===== src/rtl/spi_master_if.sv =====
// Bus bundle between an SPI mode-0 master and the logic that drives it.
// The master modport is the controller's view; slave is the requester/pin side.
`timescale 1ns/1ps
interface spi_master_if #(
  parameter int DATA_W = 8
);
  logic              start;
  logic [DATA_W-1:0] tx_data;
  logic              miso;
  logic              slave_ready;
  logic              sck;
  logic              cs_n;
  logic              mosi;
  logic              busy;
  logic              done;
  logic              err;
  logic [DATA_W-1:0] rx_data;

  modport master (
    input  start, tx_data, miso, slave_ready,
    output sck, cs_n, mosi, busy, done, err, rx_data
  );

  modport slave (
    output start, tx_data, miso, slave_ready,
    input  sck, cs_n, mosi, busy, done, err, rx_data
  );
endinterface


===== src/rtl/spi_master.sv =====
// SPI mode-0 master (CPOL=0, CPHA=0, MSB first), one DATA_W-bit full-duplex word per frame.
// sck/cs_n/mosi come straight from flops; optional slave_ready wait with timeout.
`timescale 1ns/1ps
module spi_master #(
  parameter int DATA_W    = 8,
  parameter int CLK_DIV   = 2,
  parameter int USE_READY = 0,
  parameter int TIMEOUT   = 16
) (
  input  logic          clk,
  input  logic          rst,
  spi_master_if.master  bus
);

  localparam int CNT_MAX = (CLK_DIV > TIMEOUT) ? CLK_DIV : TIMEOUT;
  localparam int CNT_W   = $clog2(CNT_MAX + 1);
  localparam int BIT_W   = $clog2(DATA_W + 1);
  localparam logic [CNT_W-1:0] DIV_LAST = CNT_W'(CLK_DIV - 1);
  localparam logic [CNT_W-1:0] TO_LAST  = CNT_W'(TIMEOUT - 1);
  localparam logic [BIT_W-1:0] BIT_LAST = BIT_W'(DATA_W - 1);

  typedef enum logic [2:0] {
    IDLE     = 3'd0,
    WAIT_RDY = 3'd1,
    SETUP    = 3'd2,
    SHIFT    = 3'd3,
    HOLD     = 3'd4,
    GAP      = 3'd5
  } state_t;

  state_t            state;
  logic [CNT_W-1:0]  cnt;
  logic [BIT_W-1:0]  bit_cnt;
  logic              sck_q;
  logic              cs_n_q;
  logic              mosi_q;
  logic              busy_q;
  logic              done_q;
  logic              err_q;
  logic [DATA_W-1:0] rx_q;
  logic [DATA_W-1:0] sr;
  logic              rdy_p0;
  logic              rdy_p1;

  logic phase_end;
  logic accept;
  logic shift_en;

  assign phase_end = (cnt == DIV_LAST);
  assign accept    = (state == IDLE) && bus.start;
  // miso is captured on the edge that ends the sck-high phase, same edge that drops sck.
  assign shift_en  = (state == SHIFT) && sck_q && phase_end;

  // slave_ready synchroniser, stage 0 -> stage 1
  always_ff @(posedge clk or negedge rst) begin
    if (!rst) begin
      rdy_p0 <= 1'b0;
      rdy_p1 <= 1'b0;
    end else begin
      rdy_p0 <= bus.slave_ready;
      rdy_p1 <= rdy_p0;
    end
  end

  // Shift register: loads on accept, shifts miso in from the LSB end each bit.
  always_ff @(posedge clk) begin
    if (accept) begin
      sr <= bus.tx_data;
    end else if (shift_en) begin
      sr <= {sr[DATA_W-2:0], bus.miso};
    end
  end

  always_ff @(posedge clk or negedge rst) begin
    if (!rst) begin
      state   <= IDLE;
      cnt     <= '0;
      bit_cnt <= '0;
      sck_q   <= 1'b0;
      cs_n_q  <= 1'b1;
      mosi_q  <= 1'b0;
      busy_q  <= 1'b0;
      done_q  <= 1'b0;
      err_q   <= 1'b0;
      rx_q    <= '0;
    end else begin
      done_q <= 1'b0;
      err_q  <= 1'b0;
      case (state)
        IDLE: begin
          if (bus.start) begin
            mosi_q <= bus.tx_data[DATA_W-1];
            cs_n_q <= 1'b0;
            busy_q <= 1'b1;
            cnt    <= '0;
            state  <= (USE_READY != 0) ? WAIT_RDY : SETUP;
          end
        end
        WAIT_RDY: begin
          if (rdy_p1) begin
            cnt   <= '0;
            state <= SETUP;
          end else if (cnt == TO_LAST) begin
            cs_n_q <= 1'b1;
            done_q <= 1'b1;
            err_q  <= 1'b1;
            cnt    <= '0;
            state  <= GAP;
          end else begin
            cnt <= cnt + CNT_W'(1);
          end
        end
        SETUP: begin
          if (phase_end) begin
            sck_q   <= 1'b1;
            cnt     <= '0;
            bit_cnt <= '0;
            state   <= SHIFT;
          end else begin
            cnt <= cnt + CNT_W'(1);
          end
        end
        SHIFT: begin
          if (phase_end) begin
            cnt <= '0;
            if (sck_q) begin
              sck_q <= 1'b0;
              // The LSB stays on mosi after the final falling edge.
              if (bit_cnt != BIT_LAST) begin
                mosi_q <= sr[DATA_W-2];
              end
            end else if (bit_cnt == BIT_LAST) begin
              state <= HOLD;
            end else begin
              sck_q   <= 1'b1;
              bit_cnt <= bit_cnt + BIT_W'(1);
            end
          end else begin
            cnt <= cnt + CNT_W'(1);
          end
        end
        HOLD: begin
          if (phase_end) begin
            cs_n_q <= 1'b1;
            done_q <= 1'b1;
            rx_q   <= sr;
            cnt    <= '0;
            state  <= GAP;
          end else begin
            cnt <= cnt + CNT_W'(1);
          end
        end
        GAP: begin
          if (phase_end) begin
            busy_q <= 1'b0;
            cnt    <= '0;
            state  <= IDLE;
          end else begin
            cnt <= cnt + CNT_W'(1);
          end
        end
        default: begin
          sck_q  <= 1'b0;
          cs_n_q <= 1'b1;
          busy_q <= 1'b0;
          cnt    <= '0;
          state  <= IDLE;
        end
      endcase
    end
  end

  assign bus.sck     = sck_q;
  assign bus.cs_n    = cs_n_q;
  assign bus.mosi    = mosi_q;
  assign bus.busy    = busy_q;
  assign bus.done    = done_q;
  assign bus.err     = err_q;
  assign bus.rx_data = rx_q;

endmodule


===== src/flat_wrapper.sv =====
// flat-port wrapper written by rule: the top's interface ports become plain ports
module spi_master_flat 
#(
  parameter int DATA_W    = 8,
  parameter int CLK_DIV   = 2,
  parameter int USE_READY = 0,
  parameter int TIMEOUT   = 16
)
  (clk, rst, bus_start, bus_tx_data, bus_miso, bus_slave_ready, bus_sck, bus_cs_n, bus_mosi, bus_busy, bus_done, bus_err, bus_rx_data);
  spi_master_if #(.DATA_W(DATA_W)) bus_i ();
  input  logic clk;
  input  logic rst;
  input wire logic [$bits(bus_i.start)-1:0] bus_start;
  input wire logic [$bits(bus_i.tx_data)-1:0] bus_tx_data;
  input wire logic [$bits(bus_i.miso)-1:0] bus_miso;
  input wire logic [$bits(bus_i.slave_ready)-1:0] bus_slave_ready;
  output wire logic [$bits(bus_i.sck)-1:0] bus_sck;
  output wire logic [$bits(bus_i.cs_n)-1:0] bus_cs_n;
  output wire logic [$bits(bus_i.mosi)-1:0] bus_mosi;
  output wire logic [$bits(bus_i.busy)-1:0] bus_busy;
  output wire logic [$bits(bus_i.done)-1:0] bus_done;
  output wire logic [$bits(bus_i.err)-1:0] bus_err;
  output wire logic [$bits(bus_i.rx_data)-1:0] bus_rx_data;
  assign bus_i.start = bus_start;
  assign bus_i.tx_data = bus_tx_data;
  assign bus_i.miso = bus_miso;
  assign bus_i.slave_ready = bus_slave_ready;
  assign bus_sck = bus_i.sck;
  assign bus_cs_n = bus_i.cs_n;
  assign bus_mosi = bus_i.mosi;
  assign bus_busy = bus_i.busy;
  assign bus_done = bus_i.done;
  assign bus_err = bus_i.err;
  assign bus_rx_data = bus_i.rx_data;
  spi_master #(.DATA_W(DATA_W), .CLK_DIV(CLK_DIV), .USE_READY(USE_READY), .TIMEOUT(TIMEOUT)) u_core (.clk(clk), .rst(rst), .bus(bus_i));
endmodule

===== config.mk =====
export PLATFORM = sky130hd
export DESIGN_NAME = spi_master_flat
export DESIGN_NICKNAME = d
export VERILOG_FILES = /design/src/rtl/spi_master_if.sv /design/src/rtl/spi_master.sv /design/src/flat_wrapper.sv
export SDC_FILE = /design/constraint.sdc
export NUM_CORES = 1
export LEC_CHECK = 0
export BUFFER_PORTS_ARGS = -buffer_cell sky130_fd_sc_hd__buf_2
export CAP_MARGIN = 20
export CORE_MARGIN = 1.5
export CORE_UTILIZATION = 43
export CTS_CLUSTER_SIZE = 40
export DETAILED_ROUTE_END_ITERATION = 10
export RECOVER_POWER = 100
export SLEW_MARGIN = 10
export SYNTH_ARGS = -nofsm -noshare
export SYNTH_HDL_FRONTEND = slang
export SYNTH_SLANG_ARGS = --single-unit

===== constraint.sdc =====
create_clock -name clk -period 2.5 [get_ports clk]
set_input_delay 0.125 -clock clk [delete_from_list [all_inputs] [get_ports clk]]
set_output_delay 0.125 -clock clk [all_outputs]
set_load 0.05 [all_outputs]

# ---- Word level (Yosys, flattened, before mapping)
# Cells that the tools add are included.
dict set report word_totals {
  ff_bits 36
  output_inout_bits 14
  word_cells 102
}
dict set report classes {
  add_sub_neg 2
  eq_ne 22
  muxes 44
  bitwise_logic 3
  n_reduce_logical 18
}
# cell n
set ops {}
lappend ops {{3-bit 2-to-1 mux} 9}
lappend ops {{5-bit 2-to-1 mux} 4}
lappend ops {{3-bit case mux with 6 select lines} 1}
lappend ops {{1-bit 2-to-1 mux} 17}
lappend ops {{4-bit 2-to-1 mux} 4}
lappend ops {{8-bit 2-to-1 mux} 2}
lappend ops {{5-bit case mux with 3 select lines} 1}
lappend ops {{5-bit AND reduction} 3}
lappend ops {{2-bit by 1-bit inequality test with 1-bit output, second input constant} 6}
lappend ops {{2-bit inequality test, second input constant} 6}
lappend ops {{4-bit OR reduction} 3}
lappend ops {{4-bit case mux with 2 select lines} 1}
lappend ops {{8-bit AND reduction} 1}
lappend ops {{3-bit by 2-bit == test with 1-bit output, second input constant} 2}
lappend ops {{3-bit == test, second input constant} 2}
lappend ops {{1-bit case mux with 3 select lines} 2}
lappend ops {{3-bit AND reduction} 2}
lappend ops {{2-bit nonzero test} 3}
lappend ops {{5-bit by 1-bit adder with 5-bit output, second input constant} 1}
lappend ops {{5-bit by 1-bit == test with 1-bit output, second input constant} 1}
lappend ops {{5-bit by 4-bit == test with 1-bit output, second input constant} 1}
lappend ops {{4-bit by 1-bit adder with 4-bit output, second input constant} 1}
lappend ops {{4-bit by 3-bit == test with 1-bit output, second input constant} 1}
lappend ops {{4-bit by 3-bit inequality test with 1-bit output, second input constant} 1}
lappend ops {{other kinds (9)} 14}

# ---- Depth between registers and ports, before layout
# Gate-level depths: netlist (run 1).
dict set report depth {
  word_depth 5
  depth_mapped 7
  ltp_nobuf 7
}

# ---- Least setup slack after synthesis (run 1)
# OpenSTA, ideal clock, no wires.
dict set report synth_path {
  path_kind {register -> register}
  from {reg u_core.cnt[1]}
  to {reg u_core.state[1]}
  arrival_ps 1760
  required_ps 2375
  setup_slack_ps 616
  stages_incl_launch_ff 7
  synth_period_minus_slack_ps 1884
  cell_sequence {dfrtp_1 inv_1 ha_1 nor4b_4 a31oi_1 a211oi_2 mux2_2}
}
dict set report synth_via {
  elab_chain_cells 3
  word_cells_on_any_way 8
  cone_classes {eq/ne: 7; reduce/logical: 1}
}
# element line
set synth_rtl {}
lappend synth_rtl {{start, declared} spi_master.sv:32} ;# logic [CNT_W-1:0] cnt;
lappend synth_rtl {{start signal, assigned} spi_master.sv:110} ;# cnt <= cnt + CNT_W'(1);
lappend synth_rtl {{start signal, assigned} spi_master.sv:120} ;# cnt <= cnt + CNT_W'(1);
lappend synth_rtl {{start signal, assigned} spi_master.sv:139} ;# cnt <= cnt + CNT_W'(1);
lappend synth_rtl {{5-bit by 4-bit == test with 1-bit output / 5-bit by 1-bit == test with 1-bit output (equally long branches)} {spi_master.sv:103, spi_master.sv:49}}
lappend synth_rtl {{3-bit by 1-bit inequality test with 1-bit output (no source line) / 2-bit by 1-bit inequality test with 1-bit output (equally long branches)} --}
lappend synth_rtl {{8-bit AND reduction (no source line) (*)} --}
lappend synth_rtl {{end signal, assigned} spi_master.sv:96} ;# state <= (USE_READY != 0) ? WAIT_RDY : SETUP;
lappend synth_rtl {{end, declared} spi_master.sv:31} ;# state_t state;
# Every way passes the cells marked *; elsewhere a longest branch is shown, timed or not.
# A chain may end at the register's enable or synchronous reset.

# ---- Final worst setup path (run 1)
dict set report layout_path {
  from {reg u_core.cnt[1]}
  to {reg u_core.cnt[3]}
}
dict set report layout_via {
  elab_chain_cells 4
  word_cells_on_any_way 7
  cone_classes {add/sub: 1; eq/ne: 2; mux: 4}
}
# element line
set layout_rtl {}
lappend layout_rtl {{5-bit by 1-bit adder with 5-bit output / 5-bit by 4-bit == test with 1-bit output (equally long branches)} --}
lappend layout_rtl {{5-bit 2-to-1 mux} spi_master.sv:103} ;# end else if (cnt == TO_LAST) begin
lappend layout_rtl {{5-bit 2-to-1 mux} spi_master.sv:100} ;# if (rdy_p1) begin
lappend layout_rtl {{5-bit case mux with 3 select lines (*)} spi_master.sv:89} ;# case (state)
# Marks and branches as above.

==> metrics.cfg, run 1 <==
[cells_and_area]
num-nets-final = 194
drive_above_1_share = 0.2191
regArea_um2 = 942.2
n_antenna_cell = 0
nFillCells = 327
area_growth_pct = 14.33
stdcell_count = 226
multi_input_area_um2 = 737.0

[clock_network]
htree_levels = 2
clkSlewWorstSetupHoldPaths_ps = 70
clock_path_buffers = 2
cts_resized = 0
clk-insertion-delay-late_ps = 290
cts_tree = done
clockRootBuffer = clkbuf_8
numCtsBuffers = 5
post_cts_buffers = 0
cts_num_sinks = 36

[run_status]
outcome = finished with violations
violations = capacitance limit, slew limit

[hold_path]
worstHoldPathCells = 2
worstHoldStart = bus_tx_data[0]
hold_end = u_core.sr[0]$_DFFE_PP_
min_path_type = input port to flip-flop

[synthesis]
yosys.area_share.simple = 0.1476
yosysMostFrequentCell = dfrtp_1
synthTopCellsByCount = dfrtp_1, mux2_2, nand2_1
yosysWarnings = 0
synth_area_leaders = dfrtp_1, edfxtp_1, mux2_2, ha_1, o21ai_0
synth-compound-area-share = 0.1195
synth_ff_type = dfrtp_1
synth-seq-cells = 36
syn_inst = 147
synthMuxAreaShare = 0.1281
synthArstFlopShare = 0.7778
ys_types = 42
synth.avg_cell_area_um2 = 11.82
synthXorXnorAreaFrac = 0.005040
synth_edf_count = 8
synthAdderAreaFrac = 0.02880
ys_seq_area_frac = 0.5421
synth_top_family_by_area = simple AND/OR/NAND/NOR gates
synth_top_area_cell = dfrtp_1
synthesis.area_um2 = 1738
syn_nets = 164
yosysTopAreaCellShare = 0.3888

[sta]
fin_crit_sh = 0.8923
fmax_mhz = 448.3
rsz0062_at_grt = no
skew_ps = 7.764
finalHoldViolCount = 0
fin_tns_setup_ps = 0
min_period_ps = 2231
max_slew_margin = -0.02418
finalSetupViolations = 0
worst_slew_pin_slew_ps = 1536
slew_violations = 29

[power]
irDropWorstVdd_uv = 680.9
p_leak_nw = 0.8407
pwr_density_cell_nw_per_um2 = 1325

[grt]
grt_busiest_layer = met2
use_met1 = 0.2245
antenna_found_initial = 0
met2_usage = 0.2888
grt_pass1_wl_um = 5816
grtUsageMet3 = 0.04899
grt-ovfl-total = 0
grt_usage = 0.1832
grt_max_degree = 29
grt_pass1_vias = 1306

[floorplan]
core-area_um2 = 3771
dieArea_um2 = 4432
die_h_um = 66.58
io_pins = 27
die_w_um = 66.58
initial_core_util = 0.4608
rows = 22

[setup_path]
path_delay_family = compound AO/OA/AOI/OAI gates
worstPathArrival_ps = 2410
critPathSlowestCell = or4b_1
r2r_cells = 7
crit_path_end_kind = flip-flop
cp_max_fo = 4
slowest_delay_ps = 500
reg2reg_to = u_core.cnt[3]$_DFFE_PN0P_
worst_ep_required_time_ps = 2680
reg2reg_slack_ps = 270
cp_cell_sequence = inv_1, ha_1, or4b_1, nand2_1, a21boi_0, nor3_1, a211o_1
crit_type = flip-flop to flip-flop
crit_buf_inv = 1
start_kind = flip-flop
rr_startpoint = u_core.cnt[1]$_DFFE_PN0P_

[routing]
vias = 1262
drt_drc_violations_left = 0
drt_iter0_drc = 56
firstDrtPassIters = 4
postRouteAntennaNets = 0
wl_per_cell_um = 15.52
viasPerCell = 5.584
totalWireLength_um = 3507

[placement]
place.gp.congestion = 0.7958
port_buffers = 26
dpl.hpwl_um = 2431
placed_cells = 216

[job]
cap_violations = 1

-- what timing repair did --
item,4_1_cts,5_1_grt
setup endpoints to repair,0,0
hold buffers,2,0
hold endpoints to repair,28,0
-- report_power, final --
part           total (mW)  switching (mW)  internal, mW
logic                1.20           0.807         0.393
registers            1.01           0.177         0.828
clock network       0.428           0.204         0.225
total                2.63            1.19          1.44
-- metal layers --
metal	routed length, µm	up-vias
met4	83	0
met2	1605	35
met3	194	7
li1	-	611
met5	0	-
met1	1623	609
-- per-stage QoR --
stage / setup slack [ps] / power (mW) / area, µm² / util / hold WS, ps
floorplan: 615.8 / 1.965 / 1738 / - / -170.6
global placement: 382.9 / 2.226 / 1904 / 0.5050 / 172.8
detailed placement: 405.5 / 2.258 / 1904 / 0.5050 / 183.5
CTS: 391.5 / 2.697 / 2014 / 0.5342 / 129.5
global route: 132.8 / 2.804 / 1987 / 0.5269 / 133.8
finish: 269.2 / 2.633 / 1987 / 0.5269 / 135.5
-- kinds of logic after synthesis --
family | after synthesis
simple gates | 44
flops | 36
compound gates | 31
mux | 20
buf+inv | 11
fa+ha+maj | 4
xor+xnor | 1
-- registers in the layout (all words and copies together) (netlist names) --
| name | cells |
|---|---|
| u_core.state | 3 |
| u_core.bus.sck | 1 |
| u_core.sr | 8 |
| u_core.bus.mosi | 1 |
| u_core.rdy_p1 | 1 |
| u_core.bus.rx_data | 8 |
| u_core.bus.done | 1 |
| u_core.rdy_p0 | 1 |
| u_core.bus.busy | 1 |
| u_core.bit_cnt | 4 |
| u_core.bus.cs_n | 1 |
| u_core.bus.err | 1 |
| u_core.cnt | 5 |
-- cell usage in the layout, fill, tap and decap left out, types with 6 or more instances in the layout --
cell type  synthesis  layout
nor2_1             8       8
o21ai_0            9       9
nand3_1            7       7
edfxtp_1           8       8
dfrtp_1           27      27
mux2_2            18      18
nand2_1           10      10
a21oi_1            6       6
buf_2              1      11
clkbuf_8           0       6
clkbuf_1           4      17
-- worst max path at each step --
stage	from	endpoint	slack [ps]	depth (start not counted)
finish	u_core.cnt[1]$_DFFE_PN0P_	u_core.cnt[3]$_DFFE_PN0P_	270	7
global route	u_core.cnt[1]$_DFFE_PN0P_	u_core.cnt[3]$_DFFE_PN0P_	130	7
CTS	u_core.state[0]$_DFFE_PN0P_	u_core.sr[6]$_DFFE_PP_	390	3
detailed placement	u_core.state[0]$_DFFE_PN0P_	u_core.sr[1]$_DFFE_PP_	410	3
global placement	u_core.state[0]$_DFFE_PN0P_	u_core.sr[7]$_DFFE_PP_	380	3
floorplan	u_core.cnt[1]$_DFFE_PN0P_	u_core.state[1]$_DFFE_PN0P_	620	6
-- layout make-up --
class                           instances  area share
Clock buffer                            8     0.04534
Inverter                                5    0.009446
Multi-Input combinational cell        100      0.3709
Sequential cell                        36      0.4742
Tap cell                               48     0.03023
Timing Repair Buffer                   29     0.06990
Note: power is estimated with default switching activity, not from simulation.
==> run 2: changes to the inputs <==
--- a/config.mk
+++ b/config.mk
@@ -9,9 +9,8 @@
 export CAP_MARGIN = 20
 export CORE_MARGIN = 1.5
 export CORE_UTILIZATION = 43
-export CTS_CLUSTER_SIZE = 40
 export DETAILED_ROUTE_END_ITERATION = 10
-export RECOVER_POWER = 100
+export RECOVER_POWER = 25
 export SLEW_MARGIN = 10
 export SYNTH_ARGS = -nofsm -noshare
 export SYNTH_HDL_FRONTEND = slang
==> metrics.cfg, run 2 (synthesis results as in run 1) <==
[setup_path]
crit_path_end_kind = flip-flop
slowest_delay_ps = 430  ; -70 ps
start_kind = flip-flop
cp_cell_sequence = inv_1, ha_1, nor4b_4, a31oi_1, a211oi_2, mux2_2
cp_max_fo = 9  ; +5
crit_type = flip-flop to flip-flop
critPathSlowestCell = nor4b_4
worstPathArrival_ps = 2270  ; -140 ps
worst_ep_required_time_ps = 2680  ; about the same

[run_status]
violations = capacitance limit, slew limit
outcome = finished with violations

[floorplan]
initial_core_util = 0.4608  ; unchanged
die_h_um = 66.58  ; unchanged
io_pins = 27  ; unchanged
rows = 22  ; unchanged
dieArea_um2 = 4432  ; unchanged
core-area_um2 = 3771  ; unchanged
die_w_um = 66.58  ; unchanged

[routing]
firstDrtPassIters = 4  ; unchanged
drt_drc_violations_left = 0  ; unchanged
viasPerCell = 5.540  ; -0.79%
wl_per_cell_um = 15.47  ; -0.31%
vias = 1252  ; -0.79%
postRouteAntennaNets = 0  ; unchanged
drt_iter0_drc = 55  ; -1.8%
totalWireLength_um = 3496  ; -0.31%

[sta]
setup_slack_ps = 409.4  ; +140.3 ps
min_period_ps = 2091  ; -140.3 ps
fin_tns_setup_ps = 0  ; unchanged
skew_ps = 8.687  ; +0.9223 ps
max_slew_margin = -0.009370  ; +0.01481
slew_violations = 29  ; unchanged
worst_slew_pin_slew_ps = 1514  ; -22.22 ps
finalSetupViolations = 0  ; unchanged
fmax_mhz = 478.3  ; +6.7%
rsz0062_at_grt = no
fin_crit_sh = 0.8362  ; -0.05611
finalHoldViolCount = 0  ; unchanged

[clock_network]
cts_tree = done
clock_path_buffers = 2  ; unchanged
clockRootBuffer = clkbuf_8
htree_levels = 2  ; unchanged
clkSlewWorstSetupHoldPaths_ps = 70  ; about the same
cts_num_sinks = 36  ; unchanged
cts_resized = 0  ; unchanged
numCtsBuffers = 5  ; unchanged
post_cts_buffers = 0  ; unchanged
clk-insertion-delay-late_ps = 290  ; about the same

[grt]
grt_pass1_wl_um = 5816  ; unchanged
antenna_found_initial = 0  ; unchanged
grt_max_degree = 29  ; unchanged
grt_usage = 0.1832  ; unchanged
grt_pass1_vias = 1306  ; unchanged
grt-ovfl-total = 0  ; unchanged

[hold_path]
min_path_type = input port to flip-flop

[placement]
port_buffers = 26  ; unchanged
pre_cts_ws_ps = 405.5  ; unchanged
place.gp.congestion = 0.7958  ; unchanged
dpl.hpwl_um = 2431  ; unchanged

[job]
cap_violations = 1  ; unchanged

[power]
p_total_mw = 2.677  ; +1.7%
p_leak_nw = 0.8845  ; +5.2%
pwr_density_cell_nw_per_um2 = 1330  ; +0.34%
irDropWorstVdd_uv = 705.0  ; +3.5%

[cells_and_area]
num-nets-final = 194  ; unchanged
area_growth_pct = 15.84
layout_commonest_cell = dfrtp_1
n_antenna_cell = 0  ; unchanged
layout_common_cells = dfrtp_1, buf_2, mux2_2
drive_above_1_share = 0.3090  ; +0.08989

-- run 2: changes by cell type in the layout (fill, tap and decap cells not counted) --
cell | before | now
a211oi_1 | 1 | 0
a211oi_2 | 0 | 1
a21boi_0 | 1 | 0
a21boi_2 | 0 | 1
buf_2 | 11 | 25
clkbuf_1 | 17 | 3
-- run 2: area by class of cell --
| cell class | instances | area (µm²) |
|---|---|---|
| Fill cell | 313 | 1758 |
| Tap cell | 48 | 60.06 |
| Clock buffer | 8 | 90.09 |
| Multi-Input combinational cell | 100 | 745.7 |
| Inverter | 5 | 18.77 |
| Sequential cell | 36 | 942.2 |
| Timing Repair Buffer | 29 | 156.4 |
-- run 2: repair_timing --
action / in CTS / in global routing
endpoints found under the setup margin: 0 / 0
hold buffers: 2 / 0
endpoints found under the hold margin: 28 / 0
-- run 2: metal layers --
metal	global-route usage	vias up	routed length (µm)
met4	0.1071	0	83
met3	0.04899	7	144
li1	-	610	-
met2	0.2888	29	1610
met1	0.2245	606	1657
met5	0	-	0
-- run 2: worst max-delay path: cells and delay by family, from the launching register on --
kind	cells	cell delay [ps]
fa+ha+maj	1	160
flops	1	400
mux	1	370
compound gates	2	540
simple gates	1	430
buf+inv	1	80
-- run 2: worst paths after layout --
kind / startpoint / end / slack (ps) / depth (start not counted)
setup / recovery: u_core.cnt[1]$_DFFE_PN0P_ / u_core.state[1]$_DFFE_PN0P_ / 410 / 6
hold / removal: bus_tx_data[0] / u_core.sr[0]$_DFFE_PP_ / 130 / 2
setup reg to reg: u_core.cnt[1]$_DFFE_PN0P_ / u_core.state[1]$_DFFE_PN0P_ / 410 / 6
hold reg to reg: u_core.rdy_p0$_DFF_PN0_ / u_core.rdy_p1$_DFF_PN0_ / 350 / 0
max in group asynchronous: rst / u_core.bit_cnt[2]$_DFFE_PN0P_ / 880 / 2
min in group asynchronous: rst / u_core.cnt[4]$_DFFE_PN0P_ / 730 / 2
-- run 2: metrics by stage --
step | utilization | std cells | instance area (µm²) | hold slack (ps)
final | 0.5338 | 226 | 2013 | 134.0
after global routing | 0.5338 | 226 | 2013 | 133.8
after CTS | 0.5342 | 226 | 2014 | 129.5
after detailed placement | 0.5050 | 216 | 1904 | 183.5
after global placement | 0.5050 | 216 | 1904 | 172.8
after floorplan | - | 147 | 1738 | -170.6
-- run 2: where the power goes --
| group | leakage (nW) | internal, mW | switching [mW] | total (mW) |
|---|---|---|---|---|
| clock network | 0.0455 | 0.225 | 0.203 | 0.428 |
| registers | 0.421 | 0.827 | 0.174 | 1.00 |
| logic | 0.418 | 0.434 | 0.814 | 1.25 |
| total | 0.884 | 1.49 | 1.19 | 2.68 |
==> run 3: changes to the inputs <==
==> constraint.sdc (replaced) <==
create_clock -name clk -period 2 [get_ports clk]
set_input_delay 0.1 -clock clk [delete_from_list [all_inputs] [get_ports clk]]
set_output_delay 0.1 -clock clk [all_outputs]
set_load 0.05 [all_outputs]
==> metrics.cfg, run 3 (synthesis results as in run 1) <==
[sta]
finalSetupViolations = 0  ; unchanged
max_slew_margin = 0.01480  ; +0.02417
min_period_ps = 1923  ; -167.5 ps
finalHoldViolCount = 0  ; unchanged
skew_ps = 3.109  ; -5.578 ps
fmax_mhz = 520.0  ; +8.7%
worst_slew_pin_slew_ps = 1478  ; -36.25 ps
slew_violations = 0  ; -100%
setup_slack_ps = 76.93  ; -332.5 ps
fin_crit_sh = 0.9615  ; +0.1253

[hold_path]
worstHoldPathCells = 4  ; +2
min_path_type = input port to flip-flop
worstHoldStart = bus_start
hold_end = u_core.bus.cs_n$_DFFE_PN1P_

[floorplan]
core-area_um2 = 3771  ; unchanged
die_w_um = 66.58  ; unchanged
rows = 22  ; unchanged
dieArea_um2 = 4432  ; unchanged
initial_core_util = 0.4608  ; unchanged
io_pins = 27  ; unchanged
die_h_um = 66.58  ; unchanged

[setup_path]
cp_max_fo = 4  ; -5
worst_ep_required_time_ps = 2170  ; -510 ps
crit_path_end_kind = flip-flop
r2r_cells = 7  ; +1
crit_type = flip-flop to flip-flop
start_kind = flip-flop
worstPathArrival_ps = 2100  ; -170 ps
reg2reg_slack_ps = 80  ; -330 ps
rr_startpoint = u_core.cnt[1]$_DFFE_PN0P_
reg2reg_to = u_core.cnt[3]$_DFFE_PN0P_

[routing]
viasPerCell = 5.585  ; +0.81%
drt_iter0_drc = 100  ; +82%
postRouteAntennaNets = 0  ; unchanged
drt_drc_violations_left = 0  ; unchanged
totalWireLength_um = 3598  ; +2.9%
vias = 1318  ; +5.3%
firstDrtPassIters = 4  ; unchanged
wl_per_cell_um = 15.25  ; -1.4%

[cells_and_area]
layout_common_cells = dfrtp_1, buf_2, mux2_2
fin_area_um2 = 2108  ; +4.7%
layout_commonest_cell = dfrtp_1
nFillCells = 336  ; +7.3%
num-nets-final = 205  ; +5.7%
area_growth_pct = 21.31
n_antenna_cell = 0  ; unchanged
drive_above_1_share = 0.3670  ; +0.05803
stdcell_count = 236  ; +4.4%

[clock_network]
clkSlewWorstSetupHoldPaths_ps = 70  ; about the same
htree_levels = 2  ; unchanged
clock_path_buffers = 2  ; unchanged
numCtsBuffers = 5  ; unchanged
cts_num_sinks = 36  ; unchanged
clk-insertion-delay-late_ps = 290  ; about the same
cts_tree = done
clockRootBuffer = clkbuf_8

[power]
pwr_density_cell_nw_per_um2 = 1654  ; +24%
p_leak_nw = 0.9456  ; +6.9%
irDropWorstVdd_uv = 973.8  ; +38%

[placement]
placed_cells = 226  ; +4.6%
place.gp.congestion = 0.8017  ; +0.74%
pre_cts_ws_ps = 10.58  ; -394.9 ps
port_buffers = 26  ; unchanged
dpl.hpwl_um = 2587  ; +6.4%
placed_cell_area_um2 = 1979  ; +3.9%

[grt]
grt_max_degree = 29  ; unchanged
grt_usage = 0.1962  ; +0.01302
antenna_found_initial = 0  ; unchanged
grt_pass1_wl_um = 6313  ; +8.5%
grt-ovfl-total = 0  ; unchanged
grt_pass1_vias = 1363  ; +4.4%

[run_status]
outcome = finished clean

[job]
cap_violations = 0  ; -1

run 3: power by group:
| part | internal [mW] | total, mW | switching, mW |
|---|---|---|---|
| Sequential | 1.04 | 1.24 | 0.201 |
| Combinational | 0.692 | 1.77 | 1.08 |
| Clock | 0.236 | 0.479 | 0.242 |
| Total | 1.96 | 3.49 | 1.52 |
run 3: worst max-delay path by stage:
stage | slack, ps | to | startpoint | cells past startpoint
after floorplan | 120 | u_core.state[1]$_DFFE_PN0P_ | u_core.cnt[1]$_DFFE_PN0P_ | 6
after global placement | 110 | u_core.cnt[3]$_DFFE_PN0P_ | u_core.cnt[1]$_DFFE_PN0P_ | 7
after detailed placement | 10 | u_core.cnt[3]$_DFFE_PN0P_ | u_core.cnt[1]$_DFFE_PN0P_ | 7
after CTS | 2 | u_core.cnt[3]$_DFFE_PN0P_ | u_core.cnt[1]$_DFFE_PN0P_ | 7
after global routing | -20 | u_core.cnt[3]$_DFFE_PN0P_ | u_core.cnt[1]$_DFFE_PN0P_ | 7
final | 80 | u_core.cnt[3]$_DFFE_PN0P_ | u_core.cnt[1]$_DFFE_PN0P_ | 7
run 3: worst max-delay path, stage by stage (launching register included):
cell,delay (ps)
dfrtp_1,400
inv_1,80
ha_1,160
or4b_4,500
nand2_4,90
a21boi_4,220
nor3_1,80
a211o_1,280
run 3: final cells by class:
type	count	area, µm²	area share
sequential	36	942.2	0.4469
multi-input combinational	100	770.7	0.3656
timing repair buffer	40	239.0	0.1134
clock buffer	6	72.57	0.03442
tap	48	60.06	0.02849
inverter	5	18.77	0.008902
clock inverter	1	5.005	0.002374
run 3: metrics by stage:
step	setup TNS [ps]	total power, mW	hold slack, ps	util
6_report	0	3.487	113.0	0.5591
3_5_place_dp	0	2.937	160.9	0.5249
2_1_floorplan	0	2.456	-195.6	-
4_1_cts	0	3.430	102.2	0.5508
3_3_place_gp	0	2.892	163.0	0.5249
5_1_grt	-17.13	3.730	109.3	0.5591
run 3: layer usage:
| metal | track usage | vias to the layer above | part of all wire |
|---|---|---|---|
| met5 | 0 | - | 0 |
| met4 | 0.08418 | 0 | 0.022 |
| met3 | 0.06081 | 9 | 0.036 |
| met2 | 0.3125 | 29 | 0.50 |
| met1 | 0.2456 | 649 | 0.44 |
| li1 | - | 631 | - |
run 3: repair_timing:
action                                 in CTS  in global routing
endpoints found under the hold margin      28                  0
buffers inserted                            0                  1
hold buffers                                2                  0
setup endpoints to repair                   0                  5
resized for setup                           0                  5
